===== config.mk =====
export PLATFORM = sky130hd
export DESIGN_NAME = rf_wport_arbiter_flat
export DESIGN_NICKNAME = d
export VERILOG_FILES = /design/src/rtl/rf_wport_arbiter_if.sv /design/src/rtl/rf_wport_arbiter.sv /design/src/flat_wrapper.sv
export SDC_FILE = /design/constraint.sdc
export NUM_CORES = 1
export LEC_CHECK = 0
export ABC_AREA = 1
export CORE_MARGIN = 2
export CORE_UTILIZATION = 50
export CTS_BUF_LIST = sky130_fd_sc_hd__clkbuf_16
export DETAILED_ROUTE_END_ITERATION = 6
export GPL_TIMING_DRIVEN = 0
export MAX_ROUTING_LAYER = met4
export PLACE_DENSITY = 0.95
export SYNTH_ARGS = -nofsm -noshare
export SYNTH_HDL_FRONTEND = slang
export SYNTH_SLANG_ARGS = --single-unit
export TNS_END_PERCENT = 5

===== constraint.sdc =====
create_clock -name clk -period 8.7 [get_ports clk]
set_input_delay 2.175 -clock clk [delete_from_list [all_inputs] [get_ports clk]]
set_output_delay 2.175 -clock clk [all_outputs]
set_load 0.02 [all_outputs]

===== src/rtl/rf_wport_arbiter_if.sv =====
// Register-file write-port arbiter bus: WB request, long-latency result handshake,
// RF write port and pending-destination mask.
interface rf_wport_arbiter_if;
   logic        ws_we;
   logic [4:0]  ws_waddr;
   logic [31:0] ws_wdata;
   logic        ws_block;
   logic        lu_valid;
   logic        lu_ready;
   logic [4:0]  lu_waddr;
   logic [31:0] lu_wdata;
   logic        rf_we;
   logic [4:0]  rf_waddr;
   logic [31:0] rf_wdata;
   logic [31:0] pending_mask;

   modport master (
      output ws_we, ws_waddr, ws_wdata, lu_valid, lu_waddr, lu_wdata,
      input  ws_block, lu_ready, rf_we, rf_waddr, rf_wdata, pending_mask
   );

   modport slave (
      input  ws_we, ws_waddr, ws_wdata, lu_valid, lu_waddr, lu_wdata,
      output ws_block, lu_ready, rf_we, rf_waddr, rf_wdata, pending_mask
   );
endinterface


===== src/rtl/rf_wport_arbiter.sv =====
// Shares the RF write port between WB and a buffered long-latency result FIFO,
// with starvation protection. Define RF_ARB_BYPASS_EN for same-cycle result bypass.
module rf_wport_arbiter #(
   parameter int DEPTH        = 2,
   parameter int STARVE_LIMIT = 4
) (
   input logic               clk,
   input logic               resetn,
   rf_wport_arbiter_if.slave bus
);
   localparam int PW = $clog2(DEPTH);
   localparam int CW = $clog2(STARVE_LIMIT + 1);
   localparam logic [PW:0]   DEPTH_C = (PW + 1)'(DEPTH);
   localparam logic [CW-1:0] LIMIT_C = CW'(STARVE_LIMIT);

   logic [4:0]    waddr_mem [DEPTH];
   logic [31:0]   wdata_mem [DEPTH];
   logic [PW-1:0] rd_ptr, wr_ptr;
   logic [PW:0]   count;
   logic [CW-1:0] starve_cnt, starve_nxt;
   logic          ws_block_q;

   logic non_empty, full, wb_wr, pop, push_acc, push_store, bypass;
   logic [PW-1:0] offs;
   logic [31:0]   pend;

   always_comb begin
      non_empty = (count != '0);
      full      = (count == DEPTH_C);
      wb_wr     = bus.ws_we && (bus.ws_waddr != 5'd0);
      // A forced slot beats WB; otherwise the head only drains into an idle slot.
      pop       = resetn && non_empty && (ws_block_q || !wb_wr);
      push_acc  = resetn && bus.lu_valid && !full;
`ifdef RF_ARB_BYPASS_EN
      bypass    = push_acc && !non_empty && !wb_wr && !ws_block_q &&
                  (bus.lu_waddr != 5'd0);
`else
      bypass    = 1'b0;
`endif
      push_store = push_acc && (bus.lu_waddr != 5'd0) && !bypass;
   end

   always_comb begin
      if (!non_empty || pop)
         starve_nxt = '0;
      else if (starve_cnt == LIMIT_C)
         starve_nxt = LIMIT_C;
      else
         starve_nxt = starve_cnt + CW'(1);
   end

   always_comb begin
      bus.rf_we    = 1'b0;
      bus.rf_waddr = 5'd0;
      bus.rf_wdata = 32'd0;
      if (pop) begin
         bus.rf_we    = 1'b1;
         bus.rf_waddr = waddr_mem[rd_ptr];
         bus.rf_wdata = wdata_mem[rd_ptr];
      end else if (resetn && wb_wr) begin
         bus.rf_we    = 1'b1;
         bus.rf_waddr = bus.ws_waddr;
         bus.rf_wdata = bus.ws_wdata;
      end else if (bypass) begin
         bus.rf_we    = 1'b1;
         bus.rf_waddr = bus.lu_waddr;
         bus.rf_wdata = bus.lu_wdata;
      end
   end

   // Slot i is live when its distance from the read pointer is below the count.
   always_comb begin
      pend = 32'd0;
      offs = '0;
      for (int i = 0; i < DEPTH; i++) begin
         offs = PW'(i) - rd_ptr;
         if ({1'b0, offs} < count)
            pend[waddr_mem[i]] = 1'b1;
      end
      pend[0] = 1'b0;
      if (!resetn)
         pend = 32'd0;
   end

   assign bus.pending_mask = pend;
   assign bus.lu_ready     = resetn && !full;
   assign bus.ws_block     = ws_block_q;

   always_ff @(posedge clk) begin
      if (!resetn) begin
         rd_ptr     <= '0;
         wr_ptr     <= '0;
         count      <= '0;
         starve_cnt <= '0;
         ws_block_q <= 1'b0;
      end else begin
         if (push_store)
            wr_ptr <= wr_ptr + PW'(1);
         if (pop)
            rd_ptr <= rd_ptr + PW'(1);
         case ({push_store, pop})
            2'b10:   count <= count + (PW + 1)'(1);
            2'b01:   count <= count - (PW + 1)'(1);
            default: count <= count;
         endcase
         starve_cnt <= starve_nxt;
         ws_block_q <= (starve_nxt == LIMIT_C);
      end
   end

   always_ff @(posedge clk) begin
      if (push_store) begin
         waddr_mem[wr_ptr] <= bus.lu_waddr;
         wdata_mem[wr_ptr] <= bus.lu_wdata;
      end
   end
endmodule


===== src/flat_wrapper.sv =====
// flat-port wrapper written by rule: the top's interface ports become plain ports
module rf_wport_arbiter_flat 
#(
   parameter int DEPTH        = 2,
   parameter int STARVE_LIMIT = 4
)
  (clk, resetn, bus_ws_we, bus_ws_waddr, bus_ws_wdata, bus_lu_valid, bus_lu_waddr, bus_lu_wdata, bus_ws_block, bus_lu_ready, bus_rf_we, bus_rf_waddr, bus_rf_wdata, bus_pending_mask);
  rf_wport_arbiter_if bus_i ();
  input logic clk;
  input logic resetn;
  input wire logic [$bits(bus_i.ws_we)-1:0] bus_ws_we;
  input wire logic [$bits(bus_i.ws_waddr)-1:0] bus_ws_waddr;
  input wire logic [$bits(bus_i.ws_wdata)-1:0] bus_ws_wdata;
  input wire logic [$bits(bus_i.lu_valid)-1:0] bus_lu_valid;
  input wire logic [$bits(bus_i.lu_waddr)-1:0] bus_lu_waddr;
  input wire logic [$bits(bus_i.lu_wdata)-1:0] bus_lu_wdata;
  output wire logic [$bits(bus_i.ws_block)-1:0] bus_ws_block;
  output wire logic [$bits(bus_i.lu_ready)-1:0] bus_lu_ready;
  output wire logic [$bits(bus_i.rf_we)-1:0] bus_rf_we;
  output wire logic [$bits(bus_i.rf_waddr)-1:0] bus_rf_waddr;
  output wire logic [$bits(bus_i.rf_wdata)-1:0] bus_rf_wdata;
  output wire logic [$bits(bus_i.pending_mask)-1:0] bus_pending_mask;
  assign bus_i.ws_we = bus_ws_we;
  assign bus_i.ws_waddr = bus_ws_waddr;
  assign bus_i.ws_wdata = bus_ws_wdata;
  assign bus_i.lu_valid = bus_lu_valid;
  assign bus_i.lu_waddr = bus_lu_waddr;
  assign bus_i.lu_wdata = bus_lu_wdata;
  assign bus_ws_block = bus_i.ws_block;
  assign bus_lu_ready = bus_i.lu_ready;
  assign bus_rf_we = bus_i.rf_we;
  assign bus_rf_waddr = bus_i.rf_waddr;
  assign bus_rf_wdata = bus_i.rf_wdata;
  assign bus_pending_mask = bus_i.pending_mask;
  rf_wport_arbiter #(.DEPTH(DEPTH), .STARVE_LIMIT(STARVE_LIMIT)) u_core (.clk(clk), .resetn(resetn), .bus(bus_i));
endmodule

# Yosys cells after proc, flatten, opt, wreduce, memory -nomap -nowiden
# Memory sizes are Yosys's and may differ from the RTL's. A register that Yosys moved wholly into a read port is not among the register bits.
# Cells that the tools add are included.
[word_totals]
regBits = 8
output_inout_bits = 72
elab_cells = 67
memories = 2
ramBits = 74
[classes]
add_sub_neg = 7
eq_ne = 5
mux = 22
order_cmp = 6
bitwise = 1
reduce_logical = 19
[memory_table]
columns = ["name", "words", "width", "rd", "rd_ports_with_merged_regs", "write_ports", "line_no", "source"]
rows = [
  ["u_core.wdata_mem", 2, 32, 1, 1, 1, "rf_wport_arbiter.sv:17", "logic [31:0] wdata_mem [DEPTH];"],
  ["u_core.waddr_mem", 2, 5, 3, 1, 1, "rf_wport_arbiter.sv:16", "logic [4:0] waddr_mem [DEPTH];"],
]
[op_table]
columns = ["op", "count"]
rows = [
  ["two-way mux 32 bit", 5],
  ["OR 32 bit", 1],
  ["less-than comparator 5 x 6 -> 1 bit (second input constant)", 2],
  ["demux 1 bit (select 5 bit)", 2],
  ["greater-or-equal comparator 5 x 1 -> 1 bit (second input constant)", 2],
  ["logical AND 1 bit", 10],
  ["two-way mux 1 bit", 10],
  ["two-way mux 5 bit", 2],
  ["nonzero test 5 bit", 2],
  ["equality test 3 bit (second input constant)", 2],
  ["two-way mux 3 bit", 2],
  ["equality test 2 bit (second input constant)", 2],
  ["less-than comparator 1 x 2 -> 1 bit", 2],
  ["case mux 2 bit (2 select lines)", 1],
  ["nonzero test 2 bit", 2],
  ["adder 3 x 1 -> 3 bit (second input constant)", 1],
  ["logical NOT 1 bit", 3],
  ["adder 1 bit (second input constant)", 2],
  ["adder 2 x 1 -> 2 bit (second input constant)", 1],
  ["equality test 2 x 1 -> 1 bit (second input constant)", 1],
  ["logical OR 1 bit", 2],
  ["subtractor 1 bit (first input constant)", 2],
  ["subtractor 2 x 1 -> 2 bit (second input constant)", 1],
]

# Longest topological paths before layout
# Gate-level depths: netlist (run 1).
# An unclocked memory read counts as a cell.
[depth]
depth_word = 9
mapped_depth = 13
ltp_nobuf = 12

# Worst setup path before layout (run 1)
# Ideal clock, no wire load.
[synth_timing]
path_kind = "in2out"
from = "input bus_ws_waddr[3]"
to = "output bus_rf_wdata[16]"
slack_ps = 3474
path_stages = 7
arrival_time_ps = 3051
required_time_ps = 6525
cell_sequence = "nor2_1 -> nand3_1 -> nand3_1 -> buf_4 -> buf_2 -> nand3_1 -> nand2_1"
[synth_via]
elab_chain_len = 6
word_cells_on_any_way = 8
[synth_rtl]
columns = ["item", "line_no", "source"]
rows = [
  ["from (decl)", "flat_wrapper.sv:12", "input wire logic [$bits(bus_i.ws_waddr)-1:0] bus_ws_waddr;"],
  ["nonzero test 5 bit *", "rf_wport_arbiter.sv:30", "wb_wr = bus.ws_we && (bus.ws_waddr != 5'd0);"],
  ["logical AND 1 bit *", "rf_wport_arbiter.sv:30", ""],
  ["logical NOT 1 bit", "rf_wport_arbiter.sv:32", "pop = resetn && non_empty && (ws_block_q || !wb_wr);"],
  ["logical OR 1 bit", "rf_wport_arbiter.sv:32", ""],
  ["logical AND 1 bit", "rf_wport_arbiter.sv:32", ""],
  ["two-way mux 32 bit *", "rf_wport_arbiter.sv:56", "if (pop) begin"],
  ["to (decl)", "flat_wrapper.sv:21", "output wire logic [$bits(bus_i.rf_wdata)-1:0] bus_rf_wdata;"],
]
# Every way passes the cells marked *; elsewhere a longest branch is shown, timed or not.

# Final worst setup path (run 1)
[layout_timing]
from = "input bus_ws_waddr[1]"
to = "output bus_rf_wdata[28]"
# Same word-level chain as after synthesis.

==> results of run 1 <==
worst max path at each step:
stage                    startpoint                to  cells past startpoint
global route        bus_ws_waddr[4]  bus_rf_wdata[28]                      9
floorplan           bus_ws_waddr[3]  bus_rf_wdata[16]                      7
CTS                 bus_ws_waddr[4]  bus_rf_wdata[28]                      9
finish              bus_ws_waddr[1]  bus_rf_wdata[28]                      9
detailed placement  bus_ws_waddr[3]  bus_rf_wdata[28]                      9
global placement    bus_ws_waddr[3]  bus_rf_wdata[25]                      9
final cells by class:
class | count | area, um^2 | area share [%]
multi-input cells | 330 | 1830 | 28.5
inverters | 30 | 113 | 1.75
flip-flops and latches | 83 | 2400 | 37.3
plain buffers | 27 | 155 | 2.41
clock inverters | 7 | 67.6 | 1.05
clock buffers | 9 | 225 | 3.50
repair buffers | 149 | 1510 | 23.5
well taps | 108 | 135 | 2.10
state kept, by name, summed over array words and instances, names as in the netlist, named ones only:
name / cells
u_core.bus.ws_block: 1
u_core.count: 2
u_core.rd_ptr: 1
u_core.starve_cnt: 3
u_core.waddr_mem: 10
u_core.wdata_mem: 64
u_core.wr_ptr: 1
synthesized netlist by cell type (all sizes together):
cell type	instances
nand2	113
nand3	96
edfxtp	74
a21oi	33
mux2	32
inv	30
buf	25
nor2	25
nor3	16
o21ai	10
dfxtp	9
ha	3
clkbuf	2
conb	1
nand4	1
kinds of logic (layout without fill, tap and decap cells):
group,Yosys count,count (layout),share of synthesized area [%]
fa+ha+maj,3,3,0.836
simple gates,251,251,26.7
other cells,1,1,0.0836
buf+inv,57,222,5.97
compound gates,43,43,4.88
flops,83,83,53.5
mux,32,32,8.03
power groups by stage:
stage	Sequential, W	Clock (W)	Combinational, W
6_report	0.000459	0.000374	0.000211
5_1_grt	0.000460	0.000391	0.000224
4_1_cts	0.000459	0.000377	0.000210
3_5_place_dp	0.000467	0	0.000207
3_3_place_gp	0.000466	0	0.000197
2_1_floorplan	0.000465	0	0.000111
worst max-delay path: stages:
cell and delay [ps]:
clkdlybuf4s50_1 490, nor2_1 60, nand3_1 110, nand2_1 150, nor2_4 290, buf_2 290
nand3_1 130, nand2_1 100, clkdlybuf4s50_1 600
routing by layer:
layer	part of all wire, %	global-route usage [%]	vias up
met4	2.7	11.0	0
met1	39	33.1	1974
li1	-	-	1962
met5	0	-	-
met3	6.5	4.89	40
met2	52	49.5	219
cell usage in the layout (no fill, tap or decap), types with 12 or more instances in the layout:
| master | n |
|---|---|
| a21oi_1 | 32 |
| buf_2 | 16 |
| nand2_1 | 109 |
| edfxtp_1 | 74 |
| nor2_1 | 21 |
| nand3_1 | 86 |
| inv_1 | 24 |
| mux2_2 | 32 |
| clkdlybuf4s50_1 | 147 |
| nor3_1 | 12 |
per-stage QoR:
stage	utilization, %	area (um^2)
after global placement	69.9	6090
after floorplan	-	4490
after detailed placement	70.5	6150
final	73.9	6440
after global routing	73.9	6440
after CTS	73.9	6440
==> out/qor.yml, run 1 <==
power_and_ir_drop:
  p_comb_share_pct: 20.2
  power_w: 0.00104
  p_leak_nw: 2.39
  switching_share_pct: 26.2
  p_clk_share_pct: 35.9
  p_seq_share_pct: 44.0
  p_int_w: 0.000770
  vdd_drop_max_uv: 149
  p_sw_w: 0.000274
  powerDensity_nw_per_um2: 162
synth:
  synth_seq_cells: 83
  netlist_area_um2: 4490
  syn-mean-instance-area_um2: 9.55
  ys_seq_area_share_pct: 53.5
  syn_nets: 551
  synth_area_leaders: "edfxtp_1 (50%), nand3_1 (9.6%), nand2_1 (9.1%)"
  syn_inst: 470
  yosys_warnings: 0
  netlist.area_leader.share_pct: 49.5
  synth_cell_type_count: 28
  yosys.area.top_type: "edfxtp_1"
min_path:
  hold_depth: 2
  hold_path.class: "reg -> reg"
  holdPathEnd: "u_core.count[1]"
  hp-start: "u_core.count[1]"
cells_and_area:
  fillers: 522
  drive_gt1_share_pct: 15.4
  syn_to_final_growth_pct: 43.5
  final_nets: 711
  layout.cells.non_filler: 743
  antennaDiodeCount: 0
critical_path:
  worstPathArrival_ps: 4410
  r2r_cells: 5
  critPathLaunchType: "primary input"
  r2r_setup_slack_ps: 6700
  crit_type: "in -> out"
  crit_fanout: 10
  worstReg2RegStart: "u_core.count[0]"
  critPathCaptureType: "output pin"
  required_ps: 6530
  regToRegEndpoint: "u_core.wdata_mem[0][21]"
place:
  gp_congestion: 1.05
  portBuffers: 147
  dp.cells: 727
  dpl_worst_slack_ps: 2180
  hpwlAfterDp_um: 9590
global_route:
  grt_usage_pct: 28.5
  antenna_found_initial: 0
  grt_pass1_vias: 4323
  grt_pass1_wl_um: 21200
  grt_max_degree: 28
  gr-total-overflow: 0
clock_network:
  cts_hold_buf: 0
  clock-root-buffer: "clkbuf_16"
  clkLatencyLatePin_ps: 340
  cts_tree: "yes"
  cts_buffer_depth: 2
  cts_resized: 0
  cts_setup_buffers: 0
  cts_sinks: 83
  cts_max_level: 3
  cts_buffers: 9
  clk_pin_slew_ps: 60
routing:
  drc_errors: 0
  first_iter_violations: 306
  vias: 4195
  wl_per_cell_um: 17.9
  first_pass_iters: 5
  detail-route-antenna-nets: 0
  wirelength_um: 13300
  via_per_inst: 5.65
sta:
  slew-limit-headroom_pct: 43.7
  drv_slew: 0
  finalHoldViolCount: 0
  tns_ps: 0
  whs_ps: 560
  worstMarginPinSlew_ps: 835
  period_share_pct: 75.7
  setup_viol: 0
  clock.fmax_ghz: 0.152
  grt_setup_unrepaired: "no"
  post-route-min-period_ps: 6580
  finalClockSkew_ps: 5.24
  worst_slack_ps: 2120
floorplan:
  die_w_um: 98.7
  start_util_pct: 51.5
  chipHeight_um: 98.7
  core_region_area_um2: 8720
  die_area_um2: 9750
  ios: 150
  row_count: 34
run_status:
  status: "finished, final reports clean"
job:
  max_cap_violations: 0
Power figures use the tool's default switching activity.
==> run 2: changes to the inputs <==
--- a/config.mk
+++ b/config.mk
@@ -7,12 +7,12 @@
 export LEC_CHECK = 0
 export ABC_AREA = 1
 export CORE_MARGIN = 2
-export CORE_UTILIZATION = 50
+export CORE_UTILIZATION = 46
 export CTS_BUF_LIST = sky130_fd_sc_hd__clkbuf_16
 export DETAILED_ROUTE_END_ITERATION = 6
 export GPL_TIMING_DRIVEN = 0
 export MAX_ROUTING_LAYER = met4
-export PLACE_DENSITY = 0.95
+export PLACE_DENSITY = 0.91
 export SYNTH_ARGS = -nofsm -noshare
 export SYNTH_HDL_FRONTEND = slang
 export SYNTH_SLANG_ARGS = --single-unit
==> constraint.sdc (replaced) <==
create_clock -name clk -period 6.3 [get_ports clk]
set_input_delay 1.575 -clock clk [delete_from_list [all_inputs] [get_ports clk]]
set_output_delay 1.575 -clock clk [all_outputs]
set_load 0.02 [all_outputs]
==> run 2 against run 1 <==
Against the previous run:
- utilization down 6.5 points
- cell area up 0.84%
- via count down 2.8%
- setup slack worse by 1100 ps
- hold slack better by 20 ps
- total power up 39%
- critical path depth unchanged
- first-iteration DRC count up 9.2%
- global-route usage down 3.8 points
- wire length down 5.2%
- critical path type unchanged
==> out/qor.yml, run 2 (synthesized netlist as in run 1, its figures left out) <==
run_status:
  status: "finished, final reports clean"
sta:
  clock.fmax_ghz: 0.188
  finalClockSkew_ps: 4.80  # -0.440 ps
  finalHoldViolCount: 0  # unchanged
  grt_setup_unrepaired: "no"
  period_share_pct: 84.5
  whs_ps: 580  # +20.0 ps
  drv_slew: 0  # unchanged
  tns_ps: 0  # unchanged
  post-route-min-period_ps: 5320
  slew-limit-headroom_pct: 34.7  # -9.0 points
  worstMarginPinSlew_ps: 969  # +134 ps
  setup_viol: 0  # unchanged
global_route:
  grt_pass1_vias: 3998  # -7.5%
  grt_max_degree: 24  # -14%
  grt_pass1_wl_um: 19200  # -9.3%
  grt_usage_pct: 24.8  # -3.8 points
  antenna_found_initial: 0  # unchanged
  gr-total-overflow: 0  # unchanged
clock_network:
  clkLatencyLatePin_ps: 330  # about the same
  cts_setup_buffers: 0  # unchanged
  clock-root-buffer: "clkbuf_16"
  cts_buffers: 9  # unchanged
  cts_max_level: 3  # unchanged
  cts_sinks: 83  # unchanged
  cts_resized: 0  # unchanged
  cts_hold_buf: 0  # unchanged
  clk_pin_slew_ps: 60  # about the same
  cts_tree: "yes"
  cts_buffer_depth: 2  # unchanged
power_and_ir_drop:
  vdd_drop_max_uv: 141  # -5.7%
  p_leak_nw: 2.39  # +0.19%
  powerDensity_nw_per_um2: 223  # +37%
place:
  gp_congestion: 0.876  # -17%
  portBuffers: 147  # unchanged
  hpwlAfterDp_um: 9350  # -2.5%
floorplan:
  die_area_um2: 10600  # +8.3%
  chipHeight_um: 103  # +4.1%
  row_count: 36  # +5.9%
  start_util_pct: 46.6  # -4.9 points
  die_w_um: 103  # +4.1%
  core_region_area_um2: 9640  # +11%
  ios: 150  # unchanged
routing:
  vias: 4079  # -2.8%
  first_pass_iters: 5  # unchanged
  wirelength_um: 12600  # -5.2%
  first_iter_violations: 334  # +9.2%
  via_per_inst: 5.31  # -5.9%
  wl_per_cell_um: 16.4  # -8.3%
  drc_errors: 0  # unchanged
  detail-route-antenna-nets: 0  # unchanged
job:
  max_cap_violations: 0  # unchanged
critical_path:
  crit_start: "bus_ws_waddr[2]"
  critPathCaptureType: "output pin"
  crit_type: "in -> out"
  required_ps: 4720  # -1810 ps
  worstPathArrival_ps: 3750  # -660 ps
  worstReg2RegStart: "u_core.count[0]"
  crit_fanout: 10  # unchanged
  r2r_cells: 5  # unchanged
  critPathLaunchType: "primary input"
cells_and_area:
  regMostFlops: "u_core.wdata_mem"
  fillers: 746  # +43%
  largest_register_ffs: 64  # unchanged
  largest_registers: "u_core.wdata_mem (64), u_core.waddr_mem (10), u_core.starve_cnt (3)"
  drive_gt1_share_pct: 15.7  # +0.31 points
  final_nets: 711  # unchanged
  utilization_pct: 67.4  # -6.5 points
  layout_common_cells: "clkdlybuf4s50_1 (147), nand2_1 (109), nand3_1 (86)"
  final_common_cell: "clkdlybuf4s50_1"
  antennaDiodeCount: 0  # unchanged
  syn_to_final_growth_pct: 44.7
min_path:
  hold_depth: 2  # unchanged
  hold_path.class: "reg -> reg"
  hp-start: "u_core.count[1]"
==> run 2: area by class of cell <==
cell class                      count  area (um^2)  area share (%)
Clock inverter                      7         75.1            1.16
Tap cell                          133          166            2.56
Sequential cell                    83         2400            37.0
Buffer                             27          155            2.39
Multi-Input combinational cell    330         1830            28.2
Clock buffer                        9          225            3.47
Inverter                           30          113            1.73
Timing Repair Buffer              149         1530            23.5
==> run 2: worst max-delay path: stages <==
cell             delay (ps)
clkdlybuf4s50_1         510
nor2_1                   50
nand3_1                  90
nand2_1                 110
nor2_4                  280
buf_2                   300
nand3_1                 110
nand2_1                  80
clkdlybuf4s50_1         620
==> run 2: final timing paths <==
path,end,slack (ps)
worst min-delay path,u_core.count[1],580
worst min register to register,u_core.count[1],580
worst max register to register,u_core.wdata_mem[0][23],4140
worst max-delay path,bus_rf_wdata[24],980
==> run 2: stage by stage <==
stage               worst slack, ps  instances  instance area [um^2]  power, W
global route                    730        768                  6500   0.00150
finish                          978        768                  6500   0.00145
global placement               1010        750                  6130  0.000919
CTS                             982        768                  6500   0.00145
detailed placement              989        752                  6200  0.000934
floorplan                      2220        470                  4490  0.000796
==> run 2: power breakdown <==
group / total [W] / switching (W) / internal [W] / leakage [nW]
clock network: 0.000522 / 0.000212 / 0.000310 / 0.140
logic: 0.000291 / 0.000156 / 0.000135 / 1.50
registers: 0.000633 / 0.00000964 / 0.000624 / 0.751
total: 0.00145 / 0.000378 / 0.00107 / 2.39
==> run 2: metal layers <==
metal  part of all wire [%]  global-route usage (%)
met3                    7.4                    4.41
met1                     40                    29.6
met5                      0                       -
met2                     51                    42.2
met4                    1.5                    9.01
==> run 3: changes to the inputs <==
==> constraint.sdc (replaced) <==
create_clock -name clk -period 5 [get_ports clk]
set_input_delay 1.25 -clock clk [delete_from_list [all_inputs] [get_ports clk]]
set_output_delay 1.25 -clock clk [all_outputs]
set_load 0.02 [all_outputs]
==> results of run 3 <==
The final DEF is identical to that of run 2. Status: finished, final reports clean.
Among the figures that moved: setup slack after placement 989 ps -> 339 ps; setup slack after layout 978 ps -> 328 ps; register-to-register setup slack 4140 ps -> 2840 ps; total power 0.00145 W -> 0.00182 W; worst IR drop on VDD 141 uV -> 178 uV
